### config.mk
export PLATFORM = sky130hd
export DESIGN_NAME = i2c_cmd_seq_flat
export DESIGN_NICKNAME = d
export VERILOG_FILES = /design/src/rtl/i2c_cmd_seq_if.sv /design/src/rtl/i2c_cmd_seq.sv /design/src/flat_wrapper.sv
export SDC_FILE = /design/constraint.sdc
export NUM_CORES = 1
export LEC_CHECK = 0
export BUFFER_PORTS_ARGS = -buffer_cell sky130_fd_sc_hd__clkbuf_2
export CORE_ASPECT_RATIO = 0.5
export CORE_MARGIN = 10
export CORE_UTILIZATION = 51
export CTS_BUF_LIST = sky130_fd_sc_hd__clkbuf_16
export CTS_CLUSTER_SIZE = 40
export DETAILED_ROUTE_END_ITERATION = 8
export MAX_ROUTING_LAYER = met4
export PLACE_DENSITY = 0.84
export SKIP_CTS_REPAIR_TIMING = 1
export SLEW_MARGIN = 20
export SYNTH_ARGS = -nofsm -noshare
export SYNTH_HDL_FRONTEND = slang
export SYNTH_SLANG_ARGS = --single-unit
### constraint.sdc
create_clock -name app_clk -period 2.9 [get_ports app_clk]
set_input_delay 0.29 -clock app_clk [delete_from_list [all_inputs] [get_ports app_clk]]
set_output_delay 0.29 -clock app_clk [all_outputs]
set_load 0.02 [all_outputs]
### src/rtl/i2c_cmd_seq_if.sv
// Request/response handshake and reg-bus master signals of the I2C command sequencer.
// The sequencer uses the master modport; the request agent / reg-bus target side uses slave.
interface i2c_cmd_seq_if;
  logic        req_valid;
  logic        req_ready;
  logic        req_wr;
  logic [6:0]  req_dev;
  logic [7:0]  req_reg;
  logic [7:0]  req_wdata;
  logic        rsp_valid;
  logic [7:0]  rsp_rdata;
  logic [1:0]  rsp_err;
  logic        reg_mst_cs;
  logic        reg_mst_wr;
  logic [10:0] reg_mst_addr;
  logic [31:0] reg_mst_wdata;
  logic [3:0]  reg_mst_be;
  logic [31:0] reg_mst_rdata;
  logic        reg_mst_ack;

  modport master (
    input  req_valid, req_wr, req_dev, req_reg, req_wdata, reg_mst_rdata, reg_mst_ack,
    output req_ready, rsp_valid, rsp_rdata, rsp_err,
    output reg_mst_cs, reg_mst_wr, reg_mst_addr, reg_mst_wdata, reg_mst_be
  );

  modport slave (
    output req_valid, req_wr, req_dev, req_reg, req_wdata, reg_mst_rdata, reg_mst_ack,
    input  req_ready, rsp_valid, rsp_rdata, rsp_err,
    input  reg_mst_cs, reg_mst_wr, reg_mst_addr, reg_mst_wdata, reg_mst_be
  );
endinterface

### src/rtl/i2c_cmd_seq.sv
// Reg-bus master that turns single-byte I2C register read/write requests into
// the prescale/control/transmit/command/status access sequence of the byte-wide I2C core.
module i2c_cmd_seq #(
  parameter logic [2:0]  BLK_SEL  = 3'b000,
  parameter logic [15:0] POLL_MAX = 16'hFFFF
) (
  input  logic          app_clk,
  input  logic          reset_n,
  input  logic [15:0]   cfg_prescale,
  i2c_cmd_seq_if.master bus
);

  typedef enum logic [2:0] {INIT, IDLE, ACC, POLL, CHECK, ABORT, RESP} state_t;
  typedef struct packed { logic wr; logic [2:0] idx; logic [7:0] data; } acc_t;

  localparam logic [2:0] IDX_TXR = 3'd3;
  localparam logic [2:0] IDX_CR  = 3'd4;

  function automatic acc_t mk_acc(input logic wr, input logic [2:0] idx, input logic [7:0] data);
    acc_t a;
    a.wr = wr; a.idx = idx; a.data = data;
    return a;
  endfunction

  function automatic acc_t init_acc(input logic [2:0] step, input logic [15:0] pre);
    case (step)
      3'd0:    return mk_acc(1'b1, 3'd0, pre[7:0]);
      3'd1:    return mk_acc(1'b1, 3'd1, pre[15:8]);
      default: return mk_acc(1'b1, 3'd2, 8'h80);
    endcase
  endfunction

  // Even steps load TXR, odd steps (and 6) issue a CR command; step 7 reads RXR.
  function automatic acc_t txn_acc(input logic [2:0] step, input logic wr, input logic [6:0] dev,
                                   input logic [7:0] rg, input logic [7:0] wd);
    case (step)
      3'd0:    return mk_acc(1'b1, IDX_TXR, {dev, 1'b0});
      3'd1:    return mk_acc(1'b1, IDX_CR, 8'h90);
      3'd2:    return mk_acc(1'b1, IDX_TXR, rg);
      3'd3:    return mk_acc(1'b1, IDX_CR, 8'h10);
      3'd4:    return mk_acc(1'b1, IDX_TXR, wr ? wd : {dev, 1'b1});
      3'd5:    return mk_acc(1'b1, IDX_CR, wr ? 8'h50 : 8'h90);
      3'd6:    return mk_acc(1'b1, IDX_CR, 8'h68);
      default: return mk_acc(1'b0, IDX_TXR, 8'h00);
    endcase
  endfunction

  function automatic logic [10:0] mk_addr(input logic [2:0] idx);
    return {2'b00, BLK_SEL, 1'b0, idx, 2'b00};
  endfunction

  state_t      state_q, state_d;
  logic [2:0]  step_q, step_d;
  logic [15:0] poll_q, poll_d;
  logic [2:0]  sr_q, sr_d;
  logic        init_done_q, init_done_d;
  logic        cs_q, cs_d;
  logic        wr_q, wr_d;
  logic [10:0] addr_q, addr_d;
  logic [7:0]  wbyte_q, wbyte_d;
  logic [1:0]  err_q, err_d;
  logic [7:0]  rdata_q, rdata_d;
  logic        cap_wr;
  logic [6:0]  cap_dev;
  logic [7:0]  cap_reg, cap_wdata;
  logic        ready, take, launch, last_rd, unused_rdata_hi;
  acc_t        la;

  assign ready   = (state_q == IDLE) && init_done_q;
  assign take    = bus.req_valid && ready;
  assign last_rd = !cap_wr && (step_q == 3'd6);

  assign bus.req_ready     = ready;
  assign bus.rsp_valid     = (state_q == RESP);
  assign bus.rsp_rdata     = rdata_q;
  assign bus.rsp_err       = err_q;
  assign bus.reg_mst_cs    = cs_q;
  assign bus.reg_mst_wr    = wr_q;
  assign bus.reg_mst_addr  = addr_q;
  assign bus.reg_mst_wdata = {24'h000000, wbyte_q};
  assign bus.reg_mst_be    = 4'b0001;
  assign unused_rdata_hi   = ^bus.reg_mst_rdata[31:8];

  always_ff @(posedge app_clk) begin
    if (take) begin
      cap_wr    <= bus.req_wr;
      cap_dev   <= bus.req_dev;
      cap_reg   <= bus.req_reg;
      cap_wdata <= bus.req_wdata;
    end
  end

  always_ff @(posedge app_clk or negedge reset_n) begin
    if (!reset_n) begin
      state_q     <= INIT;
      step_q      <= '0;
      poll_q      <= '0;
      sr_q        <= '0;
      init_done_q <= 1'b0;
      cs_q        <= 1'b0;
      wr_q        <= 1'b0;
      addr_q      <= '0;
      wbyte_q     <= '0;
      err_q       <= '0;
      rdata_q     <= '0;
    end else begin
      state_q     <= state_d;
      step_q      <= step_d;
      poll_q      <= poll_d;
      sr_q        <= sr_d;
      init_done_q <= init_done_d;
      cs_q        <= cs_d;
      wr_q        <= wr_d;
      addr_q      <= addr_d;
      wbyte_q     <= wbyte_d;
      err_q       <= err_d;
      rdata_q     <= rdata_d;
    end
  end

  // Each access-issuing state launches while cs is low and finishes on ack,
  // so cs is always low for at least one cycle between accesses.
  always_comb begin
    state_d     = state_q;
    step_d      = step_q;
    poll_d      = poll_q;
    sr_d        = sr_q;
    init_done_d = init_done_q;
    cs_d        = cs_q;
    wr_d        = wr_q;
    addr_d      = addr_q;
    wbyte_d     = wbyte_q;
    err_d       = err_q;
    rdata_d     = rdata_q;
    launch      = 1'b0;
    la          = mk_acc(1'b0, 3'd0, 8'h00);
    case (state_q)
      INIT: begin
        if (!cs_q) begin
          la = init_acc(step_q, cfg_prescale);
          launch = 1'b1;
        end else if (bus.reg_mst_ack) begin
          cs_d = 1'b0;
          if (step_q == 3'd2) begin
            step_d      = '0;
            init_done_d = 1'b1;
            state_d     = IDLE;
          end else begin
            step_d = step_q + 3'd1;
          end
        end
      end
      IDLE: begin
        if (take) begin
          step_d  = '0;
          err_d   = 2'd0;
          state_d = ACC;
        end
      end
      ACC: begin
        if (!cs_q) begin
          la = txn_acc(step_q, cap_wr, cap_dev, cap_reg, cap_wdata);
          launch = 1'b1;
        end else if (bus.reg_mst_ack) begin
          cs_d = 1'b0;
          if (!wr_q) begin
            rdata_d = bus.reg_mst_rdata[7:0];
            state_d = RESP;
          end else if (addr_q[4:2] == IDX_TXR) begin
            step_d = step_q + 3'd1;
          end else begin
            poll_d  = '0;
            state_d = POLL;
          end
        end
      end
      POLL: begin
        if (!cs_q) begin
          la = mk_acc(1'b0, IDX_CR, 8'h00);
          launch = 1'b1;
        end else if (bus.reg_mst_ack) begin
          cs_d    = 1'b0;
          sr_d    = {bus.reg_mst_rdata[7], bus.reg_mst_rdata[5], bus.reg_mst_rdata[1]};
          poll_d  = poll_q + 16'd1;
          state_d = CHECK;
        end
      end
      CHECK: begin
        // sr_q = {RxACK, AL, TIP}
        if (sr_q[0]) begin
          if (poll_q >= POLL_MAX) begin
            err_d   = 2'd3;
            state_d = ABORT;
          end else begin
            state_d = POLL;
          end
        end else if (sr_q[1]) begin
          err_d   = 2'd2;
          state_d = RESP;
        end else if (sr_q[2] && !last_rd) begin
          err_d   = 2'd1;
          state_d = ABORT;
        end else if (cap_wr && step_q == 3'd5) begin
          state_d = RESP;
        end else begin
          step_d  = step_q + 3'd1;
          state_d = ACC;
        end
      end
      ABORT: begin
        if (!cs_q) begin
          la = mk_acc(1'b1, IDX_CR, 8'h40);
          launch = 1'b1;
        end else if (bus.reg_mst_ack) begin
          cs_d    = 1'b0;
          state_d = RESP;
        end
      end
      RESP: state_d = IDLE;
      default: state_d = INIT;
    endcase
    if (launch) begin
      cs_d    = 1'b1;
      wr_d    = la.wr;
      addr_d  = mk_addr(la.idx);
      wbyte_d = la.data;
    end
  end

endmodule

### src/flat_wrapper.sv
// flat-port wrapper written by rule: the top's interface ports become plain ports
module i2c_cmd_seq_flat 
#(
  parameter logic [2:0]  BLK_SEL  = 3'b000,
  parameter logic [15:0] POLL_MAX = 16'hFFFF
)
  (app_clk, reset_n, cfg_prescale, bus_req_valid, bus_req_wr, bus_req_dev, bus_req_reg, bus_req_wdata, bus_reg_mst_rdata, bus_reg_mst_ack, bus_req_ready, bus_rsp_valid, bus_rsp_rdata, bus_rsp_err, bus_reg_mst_cs, bus_reg_mst_wr, bus_reg_mst_addr, bus_reg_mst_wdata, bus_reg_mst_be);
  i2c_cmd_seq_if bus_i ();
  input  logic app_clk;
  input  logic reset_n;
  input  logic [15:0] cfg_prescale;
  input wire logic [$bits(bus_i.req_valid)-1:0] bus_req_valid;
  input wire logic [$bits(bus_i.req_wr)-1:0] bus_req_wr;
  input wire logic [$bits(bus_i.req_dev)-1:0] bus_req_dev;
  input wire logic [$bits(bus_i.req_reg)-1:0] bus_req_reg;
  input wire logic [$bits(bus_i.req_wdata)-1:0] bus_req_wdata;
  input wire logic [$bits(bus_i.reg_mst_rdata)-1:0] bus_reg_mst_rdata;
  input wire logic [$bits(bus_i.reg_mst_ack)-1:0] bus_reg_mst_ack;
  output wire logic [$bits(bus_i.req_ready)-1:0] bus_req_ready;
  output wire logic [$bits(bus_i.rsp_valid)-1:0] bus_rsp_valid;
  output wire logic [$bits(bus_i.rsp_rdata)-1:0] bus_rsp_rdata;
  output wire logic [$bits(bus_i.rsp_err)-1:0] bus_rsp_err;
  output wire logic [$bits(bus_i.reg_mst_cs)-1:0] bus_reg_mst_cs;
  output wire logic [$bits(bus_i.reg_mst_wr)-1:0] bus_reg_mst_wr;
  output wire logic [$bits(bus_i.reg_mst_addr)-1:0] bus_reg_mst_addr;
  output wire logic [$bits(bus_i.reg_mst_wdata)-1:0] bus_reg_mst_wdata;
  output wire logic [$bits(bus_i.reg_mst_be)-1:0] bus_reg_mst_be;
  assign bus_i.req_valid = bus_req_valid;
  assign bus_i.req_wr = bus_req_wr;
  assign bus_i.req_dev = bus_req_dev;
  assign bus_i.req_reg = bus_req_reg;
  assign bus_i.req_wdata = bus_req_wdata;
  assign bus_i.reg_mst_rdata = bus_reg_mst_rdata;
  assign bus_i.reg_mst_ack = bus_reg_mst_ack;
  assign bus_req_ready = bus_i.req_ready;
  assign bus_rsp_valid = bus_i.rsp_valid;
  assign bus_rsp_rdata = bus_i.rsp_rdata;
  assign bus_rsp_err = bus_i.rsp_err;
  assign bus_reg_mst_cs = bus_i.reg_mst_cs;
  assign bus_reg_mst_wr = bus_i.reg_mst_wr;
  assign bus_reg_mst_addr = bus_i.reg_mst_addr;
  assign bus_reg_mst_wdata = bus_i.reg_mst_wdata;
  assign bus_reg_mst_be = bus_i.reg_mst_be;
  i2c_cmd_seq #(.BLK_SEL(BLK_SEL), .POLL_MAX(POLL_MAX)) u_core (.app_clk(app_clk), .reset_n(reset_n), .cfg_prescale(cfg_prescale), .bus(bus_i));
endmodule
### Word-level counts from Yosys, hierarchy flattened

Index checks and enable logic that the tools add are counted.

| operators by class | value |
|---|---|
| add/sub/neg operators | 2 |
| multiply operators | 0 |
| div/mod/pow operators | 0 |
| magnitude comparators | 1 |
| equality and inequality tests | 33 |
| shift operators | 0 |
| muxes and demuxes | 59 |
| bitwise logic cells | 1 |
| reduce and logical (&&, ||, !) cells | 21 |

Operators with widths:

| kind | count |
|---|---|
| $mux W16 | 6 |
| $mux W3 | 29 |
| $pmux W12 S7 | 1 |
| $pmux W12 S4 | 1 |
| $mux W12 | 3 |
| $pmux W16 S2 | 1 |
| $pmux W3 S7 | 1 |
| $pmux W10 S2 | 1 |
| $eq A3 B3 Y1 const B | 6 |
| $ne A2 B2 Y1 const B | 9 |
| $add A16 B1 Y16 const B | 1 |
| $ge A16 B16 Y1 const B | 1 |
| $mux W8 | 2 |
| $ne A2 B1 Y1 const B | 8 |
| $eq A3 B2 Y1 const B | 5 |
| $pmux W3 S4 | 1 |
| $reduce_and A12 Y1 | 1 |
| $reduce_and A4 Y1 | 3 |
| $mux W11 | 1 |
| $reduce_and A11 Y1 | 1 |
| $mux W2 | 5 |
| $reduce_and A7 Y1 | 1 |
| $eq A3 B1 Y1 const B | 2 |
| $logic_not A3 Y1 | 2 |
| 12 further kinds | 25 |

| storage, ports and cells | value |
|---|---|
| flip-flop bits (word level) | 73 |
| latch bits | 0 |
| bits in writable memories | 0 |
| ROM bits | 0 |
| memories | 0 |

### Logic depth before layout (Yosys ltp)

Gate-level depths: netlist of run 1.

| depth | value |
|---|---|
| word-level depth | 8 |
| mapped depth | 10 |

### Worst setup path after synthesis of run 1

Ideal clock, no wire load.

| path | value |
|---|---|
| path type | register -> register |
| start point | register u_core.state_q[2] |
| end point | register u_core.cap_dev[0], enable pin |
| library setup time | 0.383 ns |
| arrival time | 1.960 ns |
| data required time | 2.517 ns |
| setup slack | 0.558 ns |
| stages on the path, launching flop included | 5 |
| path through | dfrtp_1 -> buf_6 -> clkbuf_1 -> nor3_1 -> and2_1 |

| on the way | value |
|---|---|
| cells in the longest elaborated chain, start to end | 3 |

Ends and longest elaborated chain:

| item | line | RTL |
|---|---|---|
| start, declared | i2c_cmd_seq.sv:52 | `state_t state_q, state_d;` |
| start signal, assigned | i2c_cmd_seq.sv:107 | `state_q <= state_d;` |
| $eq A3 B1 Y1 | i2c_cmd_seq.sv:69 | `assign ready = (state_q == IDLE) && init_done_q;` |
| $logic_and A1 B1 Y1 | i2c_cmd_seq.sv:69 |  |
| named net bus_req_ready | flat_wrapper.sv:19 | `output wire logic [$bits(bus_i.req_ready)-1:0] bus_req_ready;` |
| $logic_and A1 B1 Y1 | i2c_cmd_seq.sv:70 | `assign take = bus.req_valid && ready;` |
| named net u_core.take | i2c_cmd_seq.sv:66 | `logic ready, take, launch, last_rd, unused_rdata_hi;` |
| end signal, assigned | i2c_cmd_seq.sv:87 | `cap_dev <= bus.req_dev;` |
| end, declared | i2c_cmd_seq.sv:64 | `logic [6:0] cap_dev;` |

The timed path passes the listed nets, and every way through them passes these cells.
A chain may end at the register's enable or synchronous reset.

### Worst setup path after layout of run 1

| path | value |
|---|---|
| start point | register u_core.step_q[0] |
| end point | register u_core.step_q[0] |

| on the way | value |
|---|---|
| cells in the longest elaborated chain, start to end | 6 |
| elaborated cells on any way between the ends | 23 |
| those cells by class | add/sub: 1; eq/ne: 5; mux: 12; reduce/logical: 5 |

Ends and longest elaborated chain:

| item | line | RTL |
|---|---|---|
| start, declared | i2c_cmd_seq.sv:53 | `logic [2:0] step_q, step_d;` |
| start signal, assigned | i2c_cmd_seq.sv:108 | `step_q <= step_d;` |
| $add A3 B1 Y3 / $eq A3 B3 Y1 (equally long branches) | -- |  |
| $mux W3 (tied with other cells) | i2c_cmd_seq.sv:203 | `end else if (cap_wr && step_q == 3'd5) begin` |
| $mux W3 (tied with other cells) | i2c_cmd_seq.sv:200 | `end else if (sr_q[2] && !last_rd) begin` |
| $mux W3 (tied with other cells) | i2c_cmd_seq.sv:197 | `end else if (sr_q[1]) begin` |
| $mux W3 (tied with other cells) | i2c_cmd_seq.sv:190 | `if (sr_q[0]) begin` |
| $pmux W3 S4 / $reduce_and A12 Y1 (equally long branches) | -- |  |

Several ways; a longest one is shown, not always the timed one. The select of a mux whose other input is x is not followed.

==> results of run 1 <==
cell usage in the layout (no fill, tap or decap), types with 4 or more instances in the layout:
cell type	netlist	routed
nand3_1	8	8
dfrtp_1	49	49
nor2_1	27	27
or3_1	4	4
clkbuf_16	0	9
clkbuf_2	1	76
a31oi_1	5	5
a21oi_1	21	21
o21ai_0	41	41
edfxtp_1	24	24
o21ai_1	5	5
nand2b_1	5	5
a222oi_1	5	5
nand2_1	32	32
nand4_1	9	9
ha_1	6	6
nor3_1	4	4
and2_1	4	4
inv_1	12	13
mux2_2	15	15
o31ai_1	5	5
and3_1	4	4
buf_4	36	9
nor2b_1	8	8
conb_1	2	36
final timing paths:
kind                                         from                    endpoint  slack [ns]  cells after the start
worst max-delay path             u_core.step_q[0]            u_core.step_q[0]        0.59                      7
worst min register to register  u_core.wbyte_q[7]           u_core.wbyte_q[7]        0.49                      2
worst max register to register   u_core.step_q[0]            u_core.step_q[0]        0.59                      7
max in group asynchronous                 reset_n     u_core.bus.rsp_rdata[0]        2.22                      2
min in group app_clk               bus_req_reg[6]           u_core.cap_reg[6]        0.12                      1
worst min-delay path                      reset_n  u_core.bus.reg_mst_addr[3]       -0.04                      1
layout make-up:
cell class              instances  share of cell area (%)
repair buffers                 85                    9.61
inverters                      13                    1.05
clock buffers                   9                    4.83
well taps                     108                    2.90
flip-flops and latches         73                    41.8
multi-input cells             296                    38.5
clock inverters                 7                    1.37
stage by stage:
stage	setup slack [ns]	instance area (um^2)	power [W]
2_1_floorplan	0.558	4170	0.00294
3_3_place_gp	0.681	4370	0.00338
3_5_place_dp	0.610	4370	0.00343
4_1_cts	0.599	4660	0.00451
5_1_grt	0.408	4660	0.00480
6_report	0.586	4660	0.00450
power by group through the flow:
stage          Sequential, W  Clock [W]  Combinational (W)
3_3_place_gp         0.00163          0            0.00175
2_1_floorplan        0.00167          0            0.00127
5_1_grt              0.00168    0.00112            0.00200
3_5_place_dp         0.00164          0            0.00179
4_1_cts              0.00163    0.00108            0.00180
6_report             0.00163    0.00107            0.00180
worst max-delay path: cells and delay by family, from the launching register on:
kind | cells | cell delay [ns]
adder cells (fa/ha/maj) | 1 | 0.44
buffers and inverters | 2 | 0.20
flip-flops | 1 | 0.43
AND/OR/NAND/NOR | 2 | 0.46
AO/OA/AOI/OAI | 1 | 0.35
multiplexers | 1 | 0.30
kinds of logic (layout without fill, tap and decap cells):
group	after synthesis	after routing	synth area share, %
buffers and inverters	74	114	10.6
adders and majority gates	6	6	1.86
DFF	73	73	48.2
other	2	36	0.186
xor gates and xnor gates	2	2	0.434
and+or+nand+nor	117	117	14.8
AOI/OAI and AO/OA	116	116	18.6
muxes	19	19	5.26
per-layer routing:
| metal | up-vias | part of all wire (%) | track usage (%) |
|---|---|---|---|
| met5 | - | 0 | - |
| met4 | 0 | 0.77 | 4.35 |
| met3 | 10 | 8.3 | 5.90 |
| met2 | 135 | 47 | 26.9 |
| met1 | 1568 | 44 | 20.5 |
| li1 | 1561 | - | - |
==> reports/metrics.csv, run 1 <==
stage,metric,value,unit
critical_path,crit-path max cell delay,0.44,ns
global_routing,total grt overflow,0,
sta,Final Setup Violations,0,
critical_path,critical path's slowest cell,ha_1,
global_routing,vias in the first global route,3238,
cells_and_area,Largest Register,u_core.poll_q,
clock_tree,Clock Latency Late Sink,0.34,ns
synth,"FF+latch count, synth",73,
critical_path,Critical Path RT,3.12,ns
cells_and_area,Multi-input gate area,1790,um^2
synth,sequential area share after synthesis,48.2,%
synth,Mapped Area,4040,um^2
cells_and_area,Final nets,560,
critical_path,cell mode on critical path,inv_1,
power_and_ir_drop,Peak VDD IR,0.464,mV
global_routing,global-route wire length before repair,16.7,mm
power_and_ir_drop,Reg power frac,36.3,%
cells_and_area,Post-Layout Cell Count,591,
power_and_ir_drop,pwr dens,965,nW/um^2
cells_and_area,final core occ,62.0,%
sta,Final Hold Slack,-0.0438,ns
clock_tree,clock root cell,clkbuf_16,
critical_path,worst-path maximum fanout,12,
global_routing,Total GRT Usage,17.0,%
clock_tree,Longest Clk Path Bufs,2,
sta,Highest Clock Rate,432,MHz
outcome,status,"finished, violations left",
sta,unrepaired setup endpoints after global routing,false,
synth,Post-synth top cells,"dfrtp_1 (49), o21ai_0 (41), buf_4 (36)",
power_and_ir_drop,P_leak,2.09,nW
floorplanning,row count,22,
cells_and_area,layout cells sized above 1,25.1,%
drt,"antenna viol nets, final",0,
cells_and_area,synthesis-to-finish area growth,15.4,%
placed_design,port bufs,76,
floorplanning,Top-Level Pins,137,
sta,fin crit share,79.8,%
clock_tree,Num CTS Buffers,9,
power_and_ir_drop,combinational share of power,39.9,%
synth,main flop type after synthesis,dfrtp_1,
floorplanning,Initial Util,53.8,%
drt,vias per cell,5.54,
global_routing,initial antenna violation count,0,
floorplanning,Die W,146,um
outcome,failing checks,hold timing,
power_and_ir_drop,clock power share,23.8,%
synth,Syn. warnings,0,
sta,setup TNS,0,ns
clock_tree,Clock Sinks,73,
clock_tree,H-tree Lvls,3,
floorplanning,die height,82.9,um
cells_and_area,ant diodes,0,
clock_tree,clock-pin slew on the worst setup and hold paths,0.06,ns
critical_path,crit start category,flip-flop,
drt,DR DRC count,0,
hold_path,Min-Delay Path Class,input pin to asynchronous set/reset pin,
floorplanning,die area,12100,um^2
sta,Final Skew,0.00687,ns
drt,post-DR wirelength/cell,17.1,um
placed_design,placed cells,575,
cells_and_area,Largest register FFs,16,
placed_design,Post-DP HPWL,7.49,mm
power_and_ir_drop,switching power,0.00179,W
synth,Syn Inst Count,409,
synth,most frequent cell after synthesis,dfrtp_1,
synth,"EDFF count, synth",24,
critical_path,critical path cell sequence,"inv_1, ha_1, nor2b_1, inv_1, o21ai_0, nor2_1, mux2_1",
drt,Iter 0 DRT Violations,266,
sta,Worst Tran Pin Value,0.839,ns
drt,Via Count,3274,
clock_tree,TritonCTS clock tree,done,
critical_path,CP arrival,2.53,ns
synth,Synth cell types,65,
synth,largest cells by area after synthesis,"dfrtp_1 (30%), edfxtp_1 (18%), buf_4 (6.7%)",
critical_path,critical path endpoint category,flip-flop,
critical_path,Setup CP Type,flip-flop to flip-flop,
placed_design,GP Congestion,0.879,
cells_and_area,# fillers,610,
sta,min cycle time layout,2.31,ns
sta,Slew Limit Fails,0,
sta,Worst slew margin,43.7,%
synth,Async SR Flop Fraction,67.1,%
synth,Synth top area share,30.3,%
cells_and_area,sequential cell area,1950,um^2
power_and_ir_drop,switching share of power,39.9,%
floorplanning,core area,7510,um^2
synth,Synth area leader,dfrtp_1,
power_and_ir_drop,Pint,0.00270,W
run,max-cap viol count,0,
drt,routed wire length,10.1,mm
sta,Hold Fails Final Rpt,22,
global_routing,largest net degree at the start of global routing,25,
drt,TritonRoute pass-1 iters,5,
synth,Mapped Avg Cell Area,9.88,um^2
Note: power is estimated with default switching activity, not from simulation.
==> inputs of run 2 (changes only) <==
--- a/config.mk
+++ b/config.mk
@@ -8,12 +8,12 @@
 export BUFFER_PORTS_ARGS = -buffer_cell sky130_fd_sc_hd__clkbuf_2
 export CORE_ASPECT_RATIO = 0.5
 export CORE_MARGIN = 10
-export CORE_UTILIZATION = 51
+export CORE_UTILIZATION = 46
 export CTS_BUF_LIST = sky130_fd_sc_hd__clkbuf_16
 export CTS_CLUSTER_SIZE = 40
 export DETAILED_ROUTE_END_ITERATION = 8
 export MAX_ROUTING_LAYER = met4
-export PLACE_DENSITY = 0.84
+export PLACE_DENSITY = 0.8
 export SKIP_CTS_REPAIR_TIMING = 1
 export SLEW_MARGIN = 20
 export SYNTH_ARGS = -nofsm -noshare
==> constraint.sdc (replaced) <==
create_clock -name app_clk -period 2.1 [get_ports app_clk]
set_input_delay 0.21 -clock app_clk [delete_from_list [all_inputs] [get_ports app_clk]]
set_output_delay 0.21 -clock app_clk [all_outputs]
set_load 0.02 [all_outputs]
==> reports/metrics.csv, run 2 (synthesized netlist as in run 1, its figures left out) <==
stage,metric,value,unit
critical_path,Critical Path RT,2.31,ns
sta,Highest Clock Rate,494,MHz
placed_design,port bufs,76,
floorplanning,core area,8620,um^2
power_and_ir_drop,Tot Pwr,0.00676,W
critical_path,crit-path max cell delay,0.44,ns
cells_and_area,Final nets,577,
sta,Final Hold Slack,-0.0323,ns
cells_and_area,sequential cell area,1950,um^2
outcome,status,"finished, violations left",
placed_design,Post-DP Area,4530,um^2
floorplanning,die area,13200,um^2
global_routing,initial antenna violation count,0,
critical_path,worst flop-to-flop path endpoint,u_core.step_q[0],
global_routing,Total GRT Usage,16.0,%
drt,routed wire length,10.3,mm
hold_path,Min-Delay Path Class,input pin to asynchronous set/reset pin,
outcome,failing checks,hold timing,
global_routing,vias in the first global route,3336,
placed_design,GP Congestion,0.868,
critical_path,R2R depth,7,
sta,Worst slew margin,57.0,%
sta,Final Setup Violations,0,
cells_and_area,most frequent cells in the layout,"clkbuf_2 (76), dfrtp_1 (47), o21ai_0 (41), conb_1 (36), nand2_1 (32)",
global_routing,global-route wire length before repair,16.7,mm
critical_path,worst path buffer plus inverter count,1,
critical_path,critical path endpoint category,flip-flop,
floorplanning,row count,24,
critical_path,worst-path maximum fanout,6,
clock_tree,clock root cell,clkbuf_16,
floorplanning,Die W,153,um
sta,Worst Tran Pin Value,0.645,ns
sta,Final Worst Setup Slack,0.0770,ns
sta,Hold Fails Final Rpt,27,
power_and_ir_drop,P_leak,2.22,nW
power_and_ir_drop,Peak VDD IR,0.645,mV
critical_path,flop-to-flop setup slack,0.08,ns
cells_and_area,Largest Register,u_core.poll_q,
cells_and_area,Largest register FFs,16,
critical_path,CP arrival,2.23,ns
clock_tree,Clock Sinks,73,
run,max-cap viol count,0,
critical_path,Top Family by Delay on Critical Path,compound AO/OA/AOI/OAI gates,
sta,Slew Limit Fails,0,
clock_tree,TritonCTS clock tree,done,
clock_tree,H-tree Lvls,3,
placed_design,pre-CTS setup slack,0.125,ns
drt,post-DR wirelength/cell,16.8,um
cells_and_area,# fillers,740,
cells_and_area,Finished Cell Area,4890,um^2
critical_path,crit start category,flip-flop,
drt,vias per cell,5.45,
drt,Iter 0 DRT Violations,222,
critical_path,critical path cell sequence,"inv_1, ha_2, nand2_1, a221oi_2, a21oi_2, a211oi_4, mux2_1",
cells_and_area,layout cells sized above 1,29.2,%
floorplanning,Top-Level Pins,137,
sta,fin crit share,96.3,%
global_routing,total grt overflow,0,
floorplanning,die height,86.3,um
cells_and_area,"commonest non-fill, non-tap cell in the layout",clkbuf_2,
sta,min cycle time layout,2.02,ns
sta,Final Skew,0.00625,ns
drt,TritonRoute pass-1 iters,5,
power_and_ir_drop,pwr dens,1380,nW/um^2
clock_tree,Longest Clk Path Bufs,2,
drt,"antenna viol nets, final",0,
global_routing,largest net degree at the start of global routing,50,
critical_path,Setup CP Type,flip-flop to flip-flop,
critical_path,critical path's slowest cell,dfrtp_2,
drt,Via Count,3364,
clock_tree,clock-pin slew on the worst setup and hold paths,0.06,ns
sta,setup TNS,0,ns
cells_and_area,ant diodes,0,
placed_design,Post-DP HPWL,7.48,mm
floorplanning,Initial Util,46.9,%
cells_and_area,synthesis-to-finish area growth,21.1,%
drt,DR DRC count,0,
cells_and_area,Multi-input gate area,1800,um^2
clock_tree,Num CTS Buffers,9,
clock_tree,Clock Latency Late Sink,0.34,ns
critical_path,r2r startpoint,u_core.step_q[0],
[run 2: how the worst max path moves through the flow]
stage                                  from                 endpoint  slack, ns  depth (start not counted)
after floorplan            u_core.step_q[2]        u_core.wbyte_q[0]       0.09                          9
after global placement     u_core.step_q[0]         u_core.step_q[2]       0.15                          7
after detailed placement  u_core.state_q[0]  u_core.bus.rsp_rdata[3]       0.12                          4
after CTS                  u_core.step_q[0]         u_core.step_q[0]       0.06                          7
after global routing       u_core.step_q[0]         u_core.step_q[0]      -0.02                          7
final                      u_core.step_q[0]         u_core.step_q[0]       0.08                          7
[run 2: layout make-up]
| type | count | share of cell area, % |
|---|---|---|
| flip-flops and latches | 73 | 39.9 |
| multi-input cells | 296 | 36.9 |
| repair buffers | 102 | 12.0 |
| clock buffers | 10 | 5.12 |
| well taps | 117 | 2.99 |
| clock inverters | 6 | 2.12 |
| inverters | 13 | 0.998 |
[run 2: worst register-to-register path: stages, from the launching register on]
cell	delay, ns
dfrtp_2	0.44
inv_1	0.10
ha_2	0.23
nand2_1	0.11
a221oi_2	0.32
a21oi_2	0.07
a211oi_4	0.26
mux2_1	0.37
[run 2: per-layer routing]
| metal | vias to the layer above | track usage (%) | part of all wire (%) |
|---|---|---|---|
| li1 | 1593 | - | - |
| met1 | 1614 | 18.1 | 42 |
| met2 | 148 | 26.1 | 47 |
| met3 | 9 | 6.67 | 9.2 |
| met4 | 0 | 4.13 | 1.1 |
| met5 | - | - | 0 |
[run 2: power by group]
group	switching (W)	internal [W]
clock	0.000579	0.00122
sequential	0.000308	0.00186
combinational	0.00166	0.00112
total	0.00255	0.00421
[run 2: through the flow]
step / util (%) / instances
after detailed placement: 52.6 / 601
after global placement: 52.6 / 601
after CTS: 56.7 / 617
after floorplan: - / 443
after global routing: 56.8 / 617
final: 56.8 / 617
